File: src/rtl/mem_arbiter.sv
// Single-port data-memory arbiter between the CPU and an external host.
// The CPU wins by default; a waiting host is forced through after STARVE_MAX CPU-won cycles.
module mem_arbiter #(
    parameter int STARVE_MAX = 4
) (
    input  logic        clk,
    input  logic        reset_n,
    input  logic        cpu_req,
    input  logic        cpu_we,
    input  logic [14:0] cpu_addr,
    input  logic [15:0] cpu_wdata,
    output logic [15:0] cpu_rdata,
    output logic        cpu_stall,
    input  logic        host_req,
    input  logic        host_we,
    input  logic [14:0] host_addr,
    input  logic [15:0] host_wdata,
    output logic        host_gnt,
    output logic [15:0] host_rdata,
    output logic        host_rvalid,
    output logic [14:0] ram_addr,
    output logic [15:0] ram_wdata,
    output logic        ram_we,
    input  logic [15:0] ram_rdata
);

    localparam logic [3:0] STARVE_LIMIT = 4'(STARVE_MAX);

    logic [3:0]  starve_cnt_r;
    logic [15:0] host_rdata_r;
    logic        host_rvalid_r;
    logic        host_win_s;

    assign cpu_rdata   = ram_rdata;
    assign host_rdata  = host_rdata_r;
    assign host_rvalid = host_rvalid_r;

    // Ownership decision and RAM port steering; reset silences every strobe at once.
    always_comb begin
        host_win_s = 1'b0;
        ram_addr   = cpu_addr;
        ram_wdata  = cpu_wdata;
        ram_we     = 1'b0;
        if (reset_n && host_req && (!cpu_req || (starve_cnt_r == STARVE_LIMIT))) begin
            host_win_s = 1'b1;
        end else begin
            host_win_s = 1'b0;
        end
        if (host_win_s) begin
            ram_addr  = host_addr;
            ram_wdata = host_wdata;
            ram_we    = host_we;
        end else begin
            ram_addr  = cpu_addr;
            ram_wdata = cpu_wdata;
            ram_we    = reset_n & cpu_req & cpu_we;
        end
        host_gnt  = host_win_s;
        cpu_stall = host_win_s & cpu_req;
    end

    // Counts CPU wins while the host waits; clears on a grant or when the host lets go.
    always_ff @(posedge clk or negedge reset_n) begin
        if (!reset_n) begin
            starve_cnt_r <= 4'd0;
        end else if (!host_req || host_win_s) begin
            starve_cnt_r <= 4'd0;
        end else if (cpu_req && (starve_cnt_r < STARVE_LIMIT)) begin
            starve_cnt_r <= starve_cnt_r + 4'd1;
        end else begin
            starve_cnt_r <= starve_cnt_r;
        end
    end

    // Host read data is captured on the grant edge and flagged valid for one cycle.
    always_ff @(posedge clk or negedge reset_n) begin
        if (!reset_n) begin
            host_rvalid_r <= 1'b0;
            host_rdata_r  <= 16'h0000;
        end else begin
            host_rvalid_r <= host_win_s & ~host_we;
            if (host_win_s && !host_we) begin
                host_rdata_r <= ram_rdata;
            end else begin
                host_rdata_r <= host_rdata_r;
            end
        end
    end

endmodule
File: config.mk
export PLATFORM = sky130hd
export DESIGN_NAME = mem_arbiter
export DESIGN_NICKNAME = d
export VERILOG_FILES = /design/src/rtl/mem_arbiter.sv
export SDC_FILE = /design/constraint.sdc
export NUM_CORES = 1
export LEC_CHECK = 0
export CAP_MARGIN = 40
export CORE_MARGIN = 1
export CORE_UTILIZATION = 31
export DETAILED_ROUTE_END_ITERATION = 8
export PLACE_DENSITY_LB_ADDON = 0.15
export RECOVER_POWER = 50
export SKIP_CTS_REPAIR_TIMING = 1
export SYNTH_ARGS = -nofsm -noshare
export SYNTH_HDL_FRONTEND = slang
export SYNTH_SLANG_ARGS = --single-unit
File: constraint.sdc
create_clock -name clk -period 3.8 [get_ports clk]
set_input_delay 0.57 -clock clk [delete_from_list [all_inputs] [get_ports clk]]
set_output_delay 0.57 -clock clk [all_outputs]
set_load 0.03 [all_outputs]
# Word level (Yosys, flattened, before mapping)
# Cells that the tools add are included.
# W data, S select, Z words.
[op_classes]
add_sub_neg = 1
magnitude_cmp = 1
n_eq_ne = 1
mux = 6
bitwise = 5
n_reduce_logical = 10
[op_table]
columns = ["cell", "n"]
rows = [
  ["$mux W16", 1],
  ["$mux W15", 1],
  ["$mux W4", 2],
  ["$add A4 B1 Y4 const B", 1],
  ["$and A1 B1 Y1", 4],
  ["$eq A4 B3 Y1 const B", 1],
  ["$logic_and A1 B1 Y1", 4],
  ["$lt A4 B3 Y1 const B", 1],
  ["$logic_not A1 Y1", 3],
  ["$logic_or A1 B1 Y1", 2],
  ["$mux W1", 2],
  ["$reduce_bool A2 Y1", 1],
  ["$not A1 Y1", 1],
]
[word_totals]
ff_bits = 21
in_bits = 84
output_inout_bits = 67
word_cells = 27

# Depth between registers and ports, before layout
# Gate-level depths: netlist of the first run.
[logic_depth]
ltp_word = 6
ltp_mapped = 6
ltp_nobuf = 5

# Least setup slack after synthesis of the first run
# OpenSTA, ideal clock, no wires.
[synth_timing]
kind = "register -> output"
startpoint = "register starve_cnt_r[0]"
endpoint = "output ram_addr[0]"
arrival_time_ps = 1755
required_ps = 3230
setup_slack_ps = 1475
path_stages_with_launch = 7
n_path_buf = 1
cell_sequence = "dfrtp_1 > inv_1 > ha_1 > nand3b_4 > a21oi_2 > buf_2 > mux2_2"
[synth_between]
elab_chain_cells = 5
[synth_rtl]
columns = ["item", "line_no", "rtl"]
rows = [
  ["start: declaration", "29", "logic [3:0] starve_cnt_r;"],
  ["start signal: assignment", "69", "starve_cnt_r <= starve_cnt_r + 4'd1;"],
  ["start signal: assignment", "71", "starve_cnt_r <= starve_cnt_r;"],
  ["$eq A4 B3 Y1", "44", "if (reset_n && host_req && (!cpu_req || (starve_cnt_r == STARVE_LIMIT))) begin"],
  ["$logic_or A1 B1 Y1", "44", ""],
  ["$logic_and A1 B1 Y1", "44", ""],
  ["$mux W1", "44", ""],
  ["net host_gnt", "18", "output logic host_gnt,"],
  ["$mux W15", "49", "if (host_win_s) begin"],
  ["end: declaration", "21", "output logic [14:0] ram_addr,"],
]
# The timed path passes the listed nets, and every way through them passes these cells.

# Worst setup path after layout of the first run
[layout_timing]
startpoint = "input host_req"
endpoint = "output ram_addr[6]"
[layout_between]
elab_chain_cells = 4
[layout_rtl]
columns = ["item", "line_no", "rtl"]
rows = [
  ["start: declaration", "14", "input logic host_req,"],
  ["$logic_and A1 B1 Y1 (2 in a row)", "44", ""],
  ["$mux W1", "44", ""],
  ["$mux W15", "49", ""],
]
# No other way between the ends.

==> metrics.md, run 1 <==
| Metric | Value |
|---|---|
| Status | finished, final reports clean |
| Share of layout cells above drive strength 1 | a little under a fifth |
| DP HPWL | around 3500 um |
| CP peak stage delay | around 630 ps |
| Worst clock skew | approximately 5.5 ps |
| Routed vias | 1377 |
| Ant diodes | 0 |
| Router iterations before antenna repair | 4 |
| Layout Cell Area excl Fill | between 2000 and 3000 sq um |
| CP max FO | 32 |
| Max-slew headroom | a little under two fifths |
| Worst-Margin Slew | 929.4 ps |
| DR WL/cell | ~14 um |
| Total negative slack | 0 ps |
| WS Path Type | primary input to output port |
| Critical Path Start | host_req |
| Level count of the clock H-tree | 1 |
| # fillers | 370 |
| Initial antenna violation count | 0 |
| Placed instance area | ~2900 sq um |
| Clk buf depth | 2 |
| DRC errors left | 0 |
| Clk root buf | clkbuf_8 |
| Crit path DAT | about 2700 ps |
| CTS Buf Count | 3 |
| Final Total Pwr | 0.8833 mW |
| Max VDD drop | ~0.00022 V |
| Detailed-route wire length | 4286 um |
| Req. time, crit path | about 3200 ps |
| Yosys Warn Count | 0 |
| Effective utilization at floorplan | approximately a third |
| Cell family with most CP delay | buffers and inverters |
| Area of the core | approximately 4400 sq um |
| Netlist Area Pre-Place | between 1000 and 1500 sq um |
| CP endpoint kind | output port |
| Most frequent cells in the layout | 130 x clkdlybuf4s50_1, 37 x mux2_2, 21 x dfrtp_1, 19 x dlygate4sd3_1, 9 x mux2_1 |
| Slew Limit Fails | 0 |
| RSZ-0062 raised after global routing | no |
| Setup-failing EPs final | 0 |
| Pleak | approximately 1.1 nW |
| Vias in the first global route | ~1.4k |
| Min Hold Slack | roughly 500 ps |
| Skew-Pair Late Insertion Delay | approximately 260 ps |
| Worst r2r src | starve_cnt_r[0] |
| Num rows | 24 |
| Total congestion overflow | 0 |
| Drt via density | about 4.6 |
| Synth-to-layout area growth | 102.2% |
| P per Cell Area | 306.0 nW/um^2 |
| Syn_area_per_cell | approximately 13 sq um |
| Commonest non-fill, non-tap cell in the layout | clkdlybuf4s50_1 |
| Slowest stage cell, crit path | dlygate4sd3_1 |
| Clock period minus worst slack | 3288 ps |
| RePlAce Congestion | ~0.7 |
| DIE AREA | between 4000 and 5000 sq um |
| DRT antenna net count | 0 |
| First-pass GRT wire length | 6906 um |
| Die W | between 60 and 70 um |
| CTS tree | built |
| Final period util | between 80% and 90% |
| Hold Crit Class | flop to flop |
| Crit start category | primary input |
| Buf+Inv Stages, Crit Path | 3 |
| Largest net degree at the start of global routing | 33 |
| # Max-Cap Violations | 0 |
| Die Height | about 70 um |
| Post-Syn Nets | 200 |
| DR iter-0 viols | 11 |
| Gr usage total | 17.34% |
| Critical Path, Cell by Cell | dlygate4sd3_1 > nand2_1 > a21oi_2 > buf_12 > mux2_2 > clkdlybuf4s50_1 |
| Ports | around 150 |
| Nets | 337 |
| Final hold vios | 0 |
| Worst-path clk slew | 70 ps |
| Register area share after synthesis | a little under two fifths |
| Hold_sp | host_rdata[11] |
| Synth unique cells | 23 |
| Mapped Cells | around 110 |
| Port bufs | 150 |
| Max Freq | just over 300 MHz |
| Clock Sink Count | 21 |
| Post-synthesis register bit count | 21 |
-- metrics by stage --
step	cells	setup slack, ps	util, %
after floorplan	114	1475	-
after CTS	302	564.7	66.61
after global placement	298	595.6	65.50
final	302	511.8	65.84
after detailed placement	298	567.7	65.50
after global routing	302	403.5	65.84
-- where the power goes --
part	switching, mW	internal, mW	total, mW
registers	0.0188	0.263	0.282
logic	0.224	0.231	0.455
clock network	0.0720	0.0739	0.146
-- layer usage --
layer | vias up | global-route usage, % | share of wire [%]
met5 | - | 0 | 0
met4 | 0 | 2.667 | 0.28
met3 | 2 | 4.185 | 8.7
met2 | 81 | 30.34 | 48
met1 | 633 | 21.99 | 43
li1 | 661 | - | -
-- sequential cells by signal, indices dropped and copies added, names as in the netlist --
name          flops
starve_cnt_r      4
host_rdata       16
host_rvalid       1
-- cells in the mapped netlist, drive strengths merged --
| cell type | count | share of area [%] |
|---|---|---|
| a31oi | 2 | 0.88 |
| a211oi | 1 | 1.4 |
| xnor2 | 1 | 0.61 |
| nor2 | 5 | 1.3 |
| ha | 2 | 1.8 |
| nand2 | 1 | 0.26 |
| dfrtp | 21 | 37 |
| buf | 21 | 11 |
| nor3b | 1 | 0.53 |
| nand3b | 1 | 1.4 |
| inv | 3 | 0.79 |
| mux2 | 47 | 39 |
| nor2b | 1 | 0.44 |
| nand3 | 2 | 0.70 |
| nand4 | 1 | 0.44 |
| a21oi | 2 | 0.96 |
| mux2i | 1 | 0.70 |
| a41o | 1 | 0.70 |
-- cell families (layout without fill, tap and decap cells) --
family | after synthesis | after routing | share of synthesized area [%]
mux | 48 | 48 | 40.14
buf+inv | 24 | 160 | 11.66
fa+ha+maj | 2 | 2 | 1.753
flops | 21 | 21 | 36.81
simple gates | 12 | 12 | 5.084
compound gates | 6 | 6 | 3.944
xor+xnor | 1 | 1 | 0.6136
-- final timing paths --
check / depth (start not counted) / slack, ps / end
worst max-delay path: 6 / 510 / ram_addr[6]
worst min-delay path: 1 / 500 / host_rdata[11]
worst max register to register: 6 / 1500 / host_rdata[5]
worst min register to register: 1 / 500 / host_rdata[11]
max in group asynchronous: 2 / 2760 / starve_cnt_r[0]
min in group asynchronous: 2 / 800 / starve_cnt_r[2]
-- layout make-up --
class / instances / area [sq um] / share of cell area (%)
repair buffers: 153 / 1530 / 53.01
inverters: 3 / 11.26 / 0.3901
multi-input cells: 69 / 705.7 / 24.45
clock buffers: 3 / 41.29 / 1.430
well taps: 52 / 65.06 / 2.254
clock inverters: 1 / 7.507 / 0.2601
flip-flops and latches: 21 / 525.5 / 18.21
Note: power is estimated with default switching activity, not from simulation.
==> inputs of run 2 (changes only) <==
- ABC_CLOCK_PERIOD_IN_PS: not set -> 3800
==> results of run 2 <==
No change in the layout: final DEF, timing and power equal those of run 1.
==> inputs of run 3 (changes only) <==
- ABC_CLOCK_PERIOD_IN_PS: 3800 -> not set
==> results of run 3 <==
No change in the layout: final DEF, timing and power equal those of run 1.
